<file path="src/rtl/alu_arbiter_if.sv">
// alu_arbiter_if: request/response channels between two requesters and the ALU arbiter
//   req_valid  requester -> arbiter  per-port request valid, bit n = port n
//   req_ready  arbiter -> requester  per-port request accept, one-hot or zero
//   req_op     requester -> arbiter  per-port ALU opcode
//   req_a      requester -> arbiter  per-port operand A
//   req_b      requester -> arbiter  per-port operand B
//   rsp_valid  arbiter -> requester  per-port result valid, one-hot or zero
//   rsp_ready  requester -> arbiter  per-port result accept
//   rsp_data   arbiter -> requester  shared result, meaningful only with rsp_valid
interface alu_arbiter_if #(
    parameter int DATA_W = 32,
    parameter int OP_W   = 4
);
    logic [1:0]             req_valid;
    logic [1:0]             req_ready;
    logic [1:0][OP_W-1:0]   req_op;
    logic [1:0][DATA_W-1:0] req_a;
    logic [1:0][DATA_W-1:0] req_b;
    logic [1:0]             rsp_valid;
    logic [1:0]             rsp_ready;
    logic [DATA_W-1:0]      rsp_data;

    modport master (
        output req_valid, req_op, req_a, req_b, rsp_ready,
        input  req_ready, rsp_valid, rsp_data
    );

    modport slave (
        input  req_valid, req_op, req_a, req_b, rsp_ready,
        output req_ready, rsp_valid, rsp_data
    );
endinterface

</file>
<file path="src/rtl/alu_arbiter.sv">
// alu_arbiter: round-robin sharing of one combinational ALU between two requesters, one op in flight
//   clk_i       clock, rising edge
//   rst_ni      asynchronous active-low reset
//   bus         request/response channels (slave side)
//   alu_op_o    registered opcode to the ALU
//   alu_a_o     registered operand A to the ALU
//   alu_b_o     registered operand B to the ALU
//   alu_data_i  combinational ALU result
//   busy_o      high whenever a transaction is in progress
//   grant_id_o  port owning the current or last transaction
module alu_arbiter #(
    parameter int DATA_W = 32,
    parameter int OP_W   = 4
) (
    input  logic              clk_i,
    input  logic              rst_ni,
    alu_arbiter_if.slave      bus,
    output logic [OP_W-1:0]   alu_op_o,
    output logic [DATA_W-1:0] alu_a_o,
    output logic [DATA_W-1:0] alu_b_o,
    input  logic [DATA_W-1:0] alu_data_i,
    output logic              busy_o,
    output logic              grant_id_o
);
    typedef enum logic [1:0] {IDLE, EXEC, RESP} state_e;

    state_e            state_q;
    logic              prio_q;
    logic              grant_q;
    logic [OP_W-1:0]   op_q;
    logic [DATA_W-1:0] a_q;
    logic [DATA_W-1:0] b_q;
    logic [DATA_W-1:0] res_q;
    logic              win_d;

    // A lone requester wins outright; the priority pointer only breaks ties.
    assign win_d = (bus.req_valid == 2'b11) ? prio_q : bus.req_valid[1];

    // Gated by rst_ni so every output reads zero while reset is held,
    // even if a requester keeps valid asserted.
    assign bus.req_ready = (rst_ni && state_q == IDLE && |bus.req_valid) ? {win_d, !win_d} : 2'b00;
    assign bus.rsp_valid = (state_q == RESP) ? {grant_q, !grant_q} : 2'b00;
    assign bus.rsp_data  = res_q;
    assign alu_op_o      = op_q;
    assign alu_a_o       = a_q;
    assign alu_b_o       = b_q;
    assign busy_o        = state_q != IDLE;
    assign grant_id_o    = grant_q;

    always_ff @(posedge clk_i or negedge rst_ni) begin
        if (!rst_ni) begin
            state_q <= IDLE;
            prio_q  <= 1'b0;
            grant_q <= 1'b0;
            op_q    <= '0;
            a_q     <= '0;
            b_q     <= '0;
            res_q   <= '0;
        end else begin
            case (state_q)
                IDLE: if (|bus.req_valid) begin
                    op_q    <= bus.req_op[win_d];
                    a_q     <= bus.req_a[win_d];
                    b_q     <= bus.req_b[win_d];
                    grant_q <= win_d;
                    state_q <= EXEC;
                end
                EXEC: begin
                    res_q   <= alu_data_i;
                    state_q <= RESP;
                end
                RESP: if (bus.rsp_ready[grant_q]) begin
                    prio_q  <= !grant_q;
                    state_q <= IDLE;
                end
                default: state_q <= IDLE;
            endcase
        end
    end
endmodule

</file>
<file path="src/flat_wrapper.sv">
// flat-port wrapper written by rule: the top's interface ports become plain ports
module alu_arbiter_flat 
#(
    parameter int DATA_W = 32,
    parameter int OP_W   = 4
)
  (clk_i, rst_ni, alu_op_o, alu_a_o, alu_b_o, alu_data_i, busy_o, grant_id_o, bus_req_valid, bus_req_op, bus_req_a, bus_req_b, bus_rsp_ready, bus_req_ready, bus_rsp_valid, bus_rsp_data);
  alu_arbiter_if #(.DATA_W(DATA_W), .OP_W(OP_W)) bus_i ();
  input  logic clk_i;
  input  logic rst_ni;
  output logic [OP_W-1:0] alu_op_o;
  output logic [DATA_W-1:0] alu_a_o;
  output logic [DATA_W-1:0] alu_b_o;
  input  logic [DATA_W-1:0] alu_data_i;
  output logic busy_o;
  output logic grant_id_o;
  input wire logic [$bits(bus_i.req_valid)-1:0] bus_req_valid;
  input wire logic [$bits(bus_i.req_op)-1:0] bus_req_op;
  input wire logic [$bits(bus_i.req_a)-1:0] bus_req_a;
  input wire logic [$bits(bus_i.req_b)-1:0] bus_req_b;
  input wire logic [$bits(bus_i.rsp_ready)-1:0] bus_rsp_ready;
  output wire logic [$bits(bus_i.req_ready)-1:0] bus_req_ready;
  output wire logic [$bits(bus_i.rsp_valid)-1:0] bus_rsp_valid;
  output wire logic [$bits(bus_i.rsp_data)-1:0] bus_rsp_data;
  assign bus_i.req_valid = bus_req_valid;
  assign bus_i.req_op = bus_req_op;
  assign bus_i.req_a = bus_req_a;
  assign bus_i.req_b = bus_req_b;
  assign bus_i.rsp_ready = bus_rsp_ready;
  assign bus_req_ready = bus_i.req_ready;
  assign bus_rsp_valid = bus_i.rsp_valid;
  assign bus_rsp_data = bus_i.rsp_data;
  alu_arbiter #(.DATA_W(DATA_W), .OP_W(OP_W)) u_core (.clk_i(clk_i), .rst_ni(rst_ni), .bus(bus_i), .alu_op_o(alu_op_o), .alu_a_o(alu_a_o), .alu_b_o(alu_b_o), .alu_data_i(alu_data_i), .busy_o(busy_o), .grant_id_o(grant_id_o));
endmodule
</file>
<file path="config.mk">
export PLATFORM = sky130hd
export DESIGN_NAME = alu_arbiter_flat
export DESIGN_NICKNAME = d
export VERILOG_FILES = /design/src/rtl/alu_arbiter_if.sv /design/src/rtl/alu_arbiter.sv /design/src/flat_wrapper.sv
export SDC_FILE = /design/constraint.sdc
export NUM_CORES = 1
export LEC_CHECK = 0
export CAP_MARGIN = 20
export CORE_ASPECT_RATIO = 0.7
export CORE_MARGIN = 4
export CORE_UTILIZATION = 50
export CTS_CLUSTER_SIZE = 12
export DETAILED_ROUTE_END_ITERATION = 7
export DONT_BUFFER_PORTS = 1
export GPL_TIMING_DRIVEN = 1
export SLEW_MARGIN = 40
export SYNTH_ARGS = -nofsm -noshare
export SYNTH_HDL_FRONTEND = slang
export SYNTH_SLANG_ARGS = --single-unit
</file>
<file path="constraint.sdc">
create_clock -name clk_i -period 2.3 [get_ports clk_i]
set_input_delay 0.69 -clock clk_i [delete_from_list [all_inputs] [get_ports clk_i]]
set_output_delay 0.69 -clock clk_i [all_outputs]
set_load 0.01 [all_outputs]
</file>
* After elaboration in Yosys (flattened, before gate mapping)
Index checks and enable logic that the tools add are counted.
** Word-level totals
- Flip-flop bits (word level) :: 104
- Input port bits :: 174
- Output and inout bits :: 106
- Logic and storage cells :: 38
** Cells by class
- $lt $le $gt $ge :: 2
- Equality and inequality tests :: 5
- Mux-type cells :: 14
- Reductions and logical operators :: 10
** Operators by type and width (number)
- two-way mux 32 bit :: 4
- two-way mux 2 bit :: 4
- two-way mux 4 bit :: 2
- one-hot mux 2 bit (3 select lines) :: 1
- AND reduction 2 bit :: 3
- equality test 2 bit (second input constant) :: 2
- less-than comparator 1 x 2 -> 1 bit (second input constant) :: 2
- inequality test 2 bit (second input constant) :: 2
- two-way mux 1 bit :: 3
- equality test 2 x 1 -> 1 bit (second input constant) :: 1
- logical AND 1 bit :: 2
- logical NOT 1 bit :: 2
- logical NOT 2 bit :: 1
- nonzero test 2 bit :: 1
- OR reduction 2 bit :: 1

* Logic depth before layout (Yosys ltp)
Gate-level depths: netlist of run 1.
- Word-level depth :: 4
- Depth in mapped cells :: 7
- Gate-level depth less buffers :: 4

* Least setup slack after synthesis of run 1
OpenSTA, ideal clock, no wires.
- Path type :: input port to output port
- Start point :: input bus_req_valid[1]
- End point :: output bus_req_ready[1]
- Arrival time :: 1.532 ns
- Data required time :: 1.610 ns
- Path slack :: 0.078 ns
- Stages :: 6
- Buffers on the path :: 3
- Cells stage by stage :: buf_6 or2_1 buf_6 buf_2 nand3_1 nor3_1
** Between the ends
- Word-level cells in the longest chain between the ends :: 3
- Elaborated cells on any way between the ends :: 5
- Those cells by class :: eq/ne (1); mux (2); reduce/logical (2)
** RTL lines
- from (decl) :: line flat_wrapper.sv:17 : input wire logic [$bits(bus_i.req_valid)-1:0] bus_req_valid;
- equality test 2 bit or OR reduction 2 bit (tied branches) :: line alu_arbiter.sv:37, alu_arbiter.sv:41
- two-way mux 1 bit or logical AND 1 bit (tied branches) :: line alu_arbiter.sv:37, alu_arbiter.sv:41
- two-way mux 2 bit * :: line alu_arbiter.sv:41 : assign bus.req_ready = (rst_ni && state_q == IDLE && |bus.req_valid) ? {win_d, !win_d} : 2'b00;
- to (decl) :: line flat_wrapper.sv:22 : output wire logic [$bits(bus_i.req_ready)-1:0] bus_req_ready;
Every way passes the cells marked *; elsewhere a longest branch is shown, timed or not.

* Worst setup path in the final report of run 1
- Start point :: register u_core.state_q[0]
- End point :: output bus_req_ready[1]
** Between the ends
- Word-level cells in the longest chain between the ends :: 4
** RTL lines
- from (decl) :: line alu_arbiter.sv:27 : state_e state_q;
- from (signal assigned) :: line alu_arbiter.sv:52 : state_q <= IDLE;
- from (signal assigned) :: line alu_arbiter.sv:66 : state_q <= EXEC;
- from (signal assigned) :: line alu_arbiter.sv:70 : state_q <= RESP;
- logical NOT 2 bit :: line alu_arbiter.sv:41
- logical AND 1 bit (2 in series) :: line alu_arbiter.sv:41
- two-way mux 2 bit :: line alu_arbiter.sv:41
Every way passes these cells.

==> metrics.yaml, run 1 <==
hold_path:
  hold_path.class: "input pin to async pin"
sta:
  fin_crit_ps: 2030
  slew_headroom_pct: 47.4
  fmaxAchievable_mhz: 494
  skew_ps: 5.44
  period_share_pct: 88.1
  tns_ps: 0
  setup_viol: 0
  tightest_slew_ps: 789
  whs_ps: 43.2
  rsz0062_at_grt: "false"
  hold_viol_final: 0
  drv_slew: 0
outcome:
  status: "complete, no violations"
clock_tree:
  cts_tree: "done"
  cts.repair.resized: 0
  clkTransAtPathRegs_ps: 70
  clock_latency_ps: 340
  root_buffer: "clkbuf_16"
  cts-htree-levels: 3
  holdBufCountCts: 0
  cts_setup_buffers: 0
  cts.path.max_buffers: 2
  cts_num_sinks: 104
  numCtsBuffers: 9
layout:
  final_area_um2: 5180
  utilization_pct: 56.0
  final_layout_size_suffix_gt1_share_pct: 16.2
  regArea_um2: 2600
  antennaDiodeCount: 0
  multiInputGateArea_um2: 1970
  syn2layout_area_growth_pct: 6.57
  nFillCells: 845
  final_net_count: 627
grt:
  first_global_vias: 3861
  grt_remaining_overflow: 0
  grt_antenna_before_repair: 0
  grt_max_degree: 106
  grtUsageTotal_pct: 24.9
  grt_pass1_wl_um: 22800
yosys:
  seq_area_frac_synth_pct: 53.6
  syn-cell-area_um2: 4860
  syn_inst: 489
  synthesis.nets: 663
  yosys.area_share.simple_pct: 8.70
  synth_mux_area_share_pct: 7.42
  syn_area_per_cell_um2: 9.94
  synth_cell_types: 21
  synth-adder-area-share_pct: 0
  ys_ff_latch: 104
  synth_top_family_by_area: "compound AO/OA/AOI/OAI gates"
  synth_compound_area_share_pct: 24.4
  synthXorXnorAreaFrac_pct: 0
  ys.warnings.count: 0
route:
  viasPerCell: 6.70
  dr.pass1.iters: 5
  antenna_left: 0
  vias: 3901
  drc_errors: 0
  drt_iter0_drc: 382
  drt-total-wl_um: 14500
  routedWlPerCell_um: 24.9
setup_path:
  cp_top_family: "simple AND/OR/NAND/NOR gates"
  worstReg2RegStart: "u_core.state_q[0]"
  crit_type: "register to output pin"
  worstPathArrival_ps: 1340
  reg2reg_depth: 5
  worstSetupStartpointType: "register"
  path_buf_inv: 1
  slowest_delay_ps: 430
  cp_max_fo: 4
  r2r_slack_ps: 490
  required_ps: 1610
  cp-end-kind: "output pin"
  crit_chain: "nor2_4 > nand3_1 > nor3_1 > buf_4"
  cp_slowest_cell: "dfrtp_1"
  r2r_end: "u_core.alu_a_o[18]"
floorplanning:
  ios: 280
  fp.dieW_um: 126
  core-area_um2: 9250
  dieArea_um2: 11400
  rows: 29
  fp.dieH_um: 90.5
  start_util_pct: 52.5
pwr:
  clkPwrFrac_pct: 21.0
  switching_share_pct: 40.0
  power_density_nw_per_um2: 1540
  ir_drop_v: 0.000703
  netSwitchingPower_mw: 3.18
  p_int_mw: 4.77
  leakage_nw: 1.98
  power.share.combinational_pct: 28.8
  p_seq_share_pct: 50.2
  total_power_mw: 7.95
placed_design:
  gp_congestion: 0.810
  placedInstanceArea_um2: 4850
  io_buffers: 0
  hpwl_um: 9740
flow_run:
  maxCapViolCount: 0
[cell type report]
cell class	count	area share, %
Tap cell	124	3.00
Timing Repair Buffer	9	1.93
Sequential cell	104	50.3
Clock inverter	6	1.76
Inverter	4	0.290
Clock buffer	10	4.62
Multi-Input combinational cell	325	38.1
[logic make-up (layout without fill, tap and decap cells)]
group / count (synthesis) / in the layout
AND/OR/NAND/NOR: 81 / 81
multiplexers: 32 / 32
buffers and inverters: 60 / 29
AO/OA/AOI/OAI: 212 / 212
flip-flops: 104 / 104
[cell usage after synthesis (all sizes together)]
cell    instances  share of area [%]
a21oi          70                8.0
a31oi          69                8.9
and2b           1               0.15
and3            1               0.13
buf            20                2.8
clkbuf         36                2.8
dfrtp         104                 54
inv             4               0.31
mux2           32                7.4
nand2b          3               0.39
nand3          69                7.1
nor2            5               0.70
nor3            1               0.10
o21ai          72                7.4
o31ai           1               0.15
or2             1               0.13
[state kept, by name (all words and copies together) (netlist names)]
register	cells
u_core.alu_a_o	32
u_core.alu_b_o	32
u_core.alu_op_o	4
u_core.bus.rsp_data	32
u_core.grant_id_o	1
u_core.prio_q	1
u_core.state_q	2
[per-layer routing]
layer	global-route usage, %	routed length [um]	vias up
li1	-	-	1740
met1	30.6	5370	1919
met2	41.3	7300	219
met3	10.2	1590	23
met4	5.80	258	0
met5	0	0	-
[stage by stage]
step	std cells	setup WS, ps
global placement	565	94.8
detailed placement	566	293
finish	582	274
floorplan	489	77.8
CTS	582	262
global route	582	117
[how the worst max path moves through the flow]
| stage | start | end | cells past startpoint |
|---|---|---|---|
| 6_report | u_core.state_q[0] | bus_req_ready[1] | 4 |
| 5_1_grt | u_core.state_q[0] | bus_req_ready[1] | 4 |
| 4_1_cts | u_core.state_q[0] | bus_req_ready[1] | 4 |
| 3_5_place_dp | bus_req_valid[1] | bus_req_ready[1] | 4 |
| 3_3_place_gp | bus_req_valid[1] | u_core.alu_a_o[21] | 4 |
| 2_1_floorplan | bus_req_valid[1] | bus_req_ready[1] | 6 |
[worst reg2reg max path: stages, from the launching register on]
cell	delay, ps
dfrtp_1	430
nor2_4	160
inv_2	90
nor2_4	480
buf_4	390
a31oi_1	130
[layout by cell type (no fill, tap or decap), drive strengths merged]
cell	n
buf	9
and2b	1
dfrtp	104
o21ai	72
nand2b	3
clkinvlp	3
o31ai	1
bufinv	2
nor3	1
mux2	32
and3	1
a21oi	70
inv	5
nor2	5
or2	1
a31oi	69
clkbuf	10
nand3	69
[power by group through the flow]
stage / clock network [mW] / registers, mW / logic, mW
global placement: 0 / 4.03 / 2.17
detailed placement: 0 / 4.04 / 2.31
floorplan: 0 / 3.72 / 1.95
CTS: 1.70 / 4.02 / 2.30
global route: 1.77 / 4.11 / 2.56
finish: 1.67 / 3.99 / 2.29
No activity file was read; power rests on OpenSTA's default activity.
==> run 2: changes to the inputs <==
--- a/config.mk
+++ b/config.mk
@@ -5,7 +5,7 @@
 export SDC_FILE = /design/constraint.sdc
 export NUM_CORES = 1
 export LEC_CHECK = 0
-export CAP_MARGIN = 20
+export CAP_MARGIN = 10
 export CORE_ASPECT_RATIO = 0.7
 export CORE_MARGIN = 4
 export CORE_UTILIZATION = 50
==> results of run 2 <==
Same layout as run 1: the final DEF is identical, and so are final timing and power.
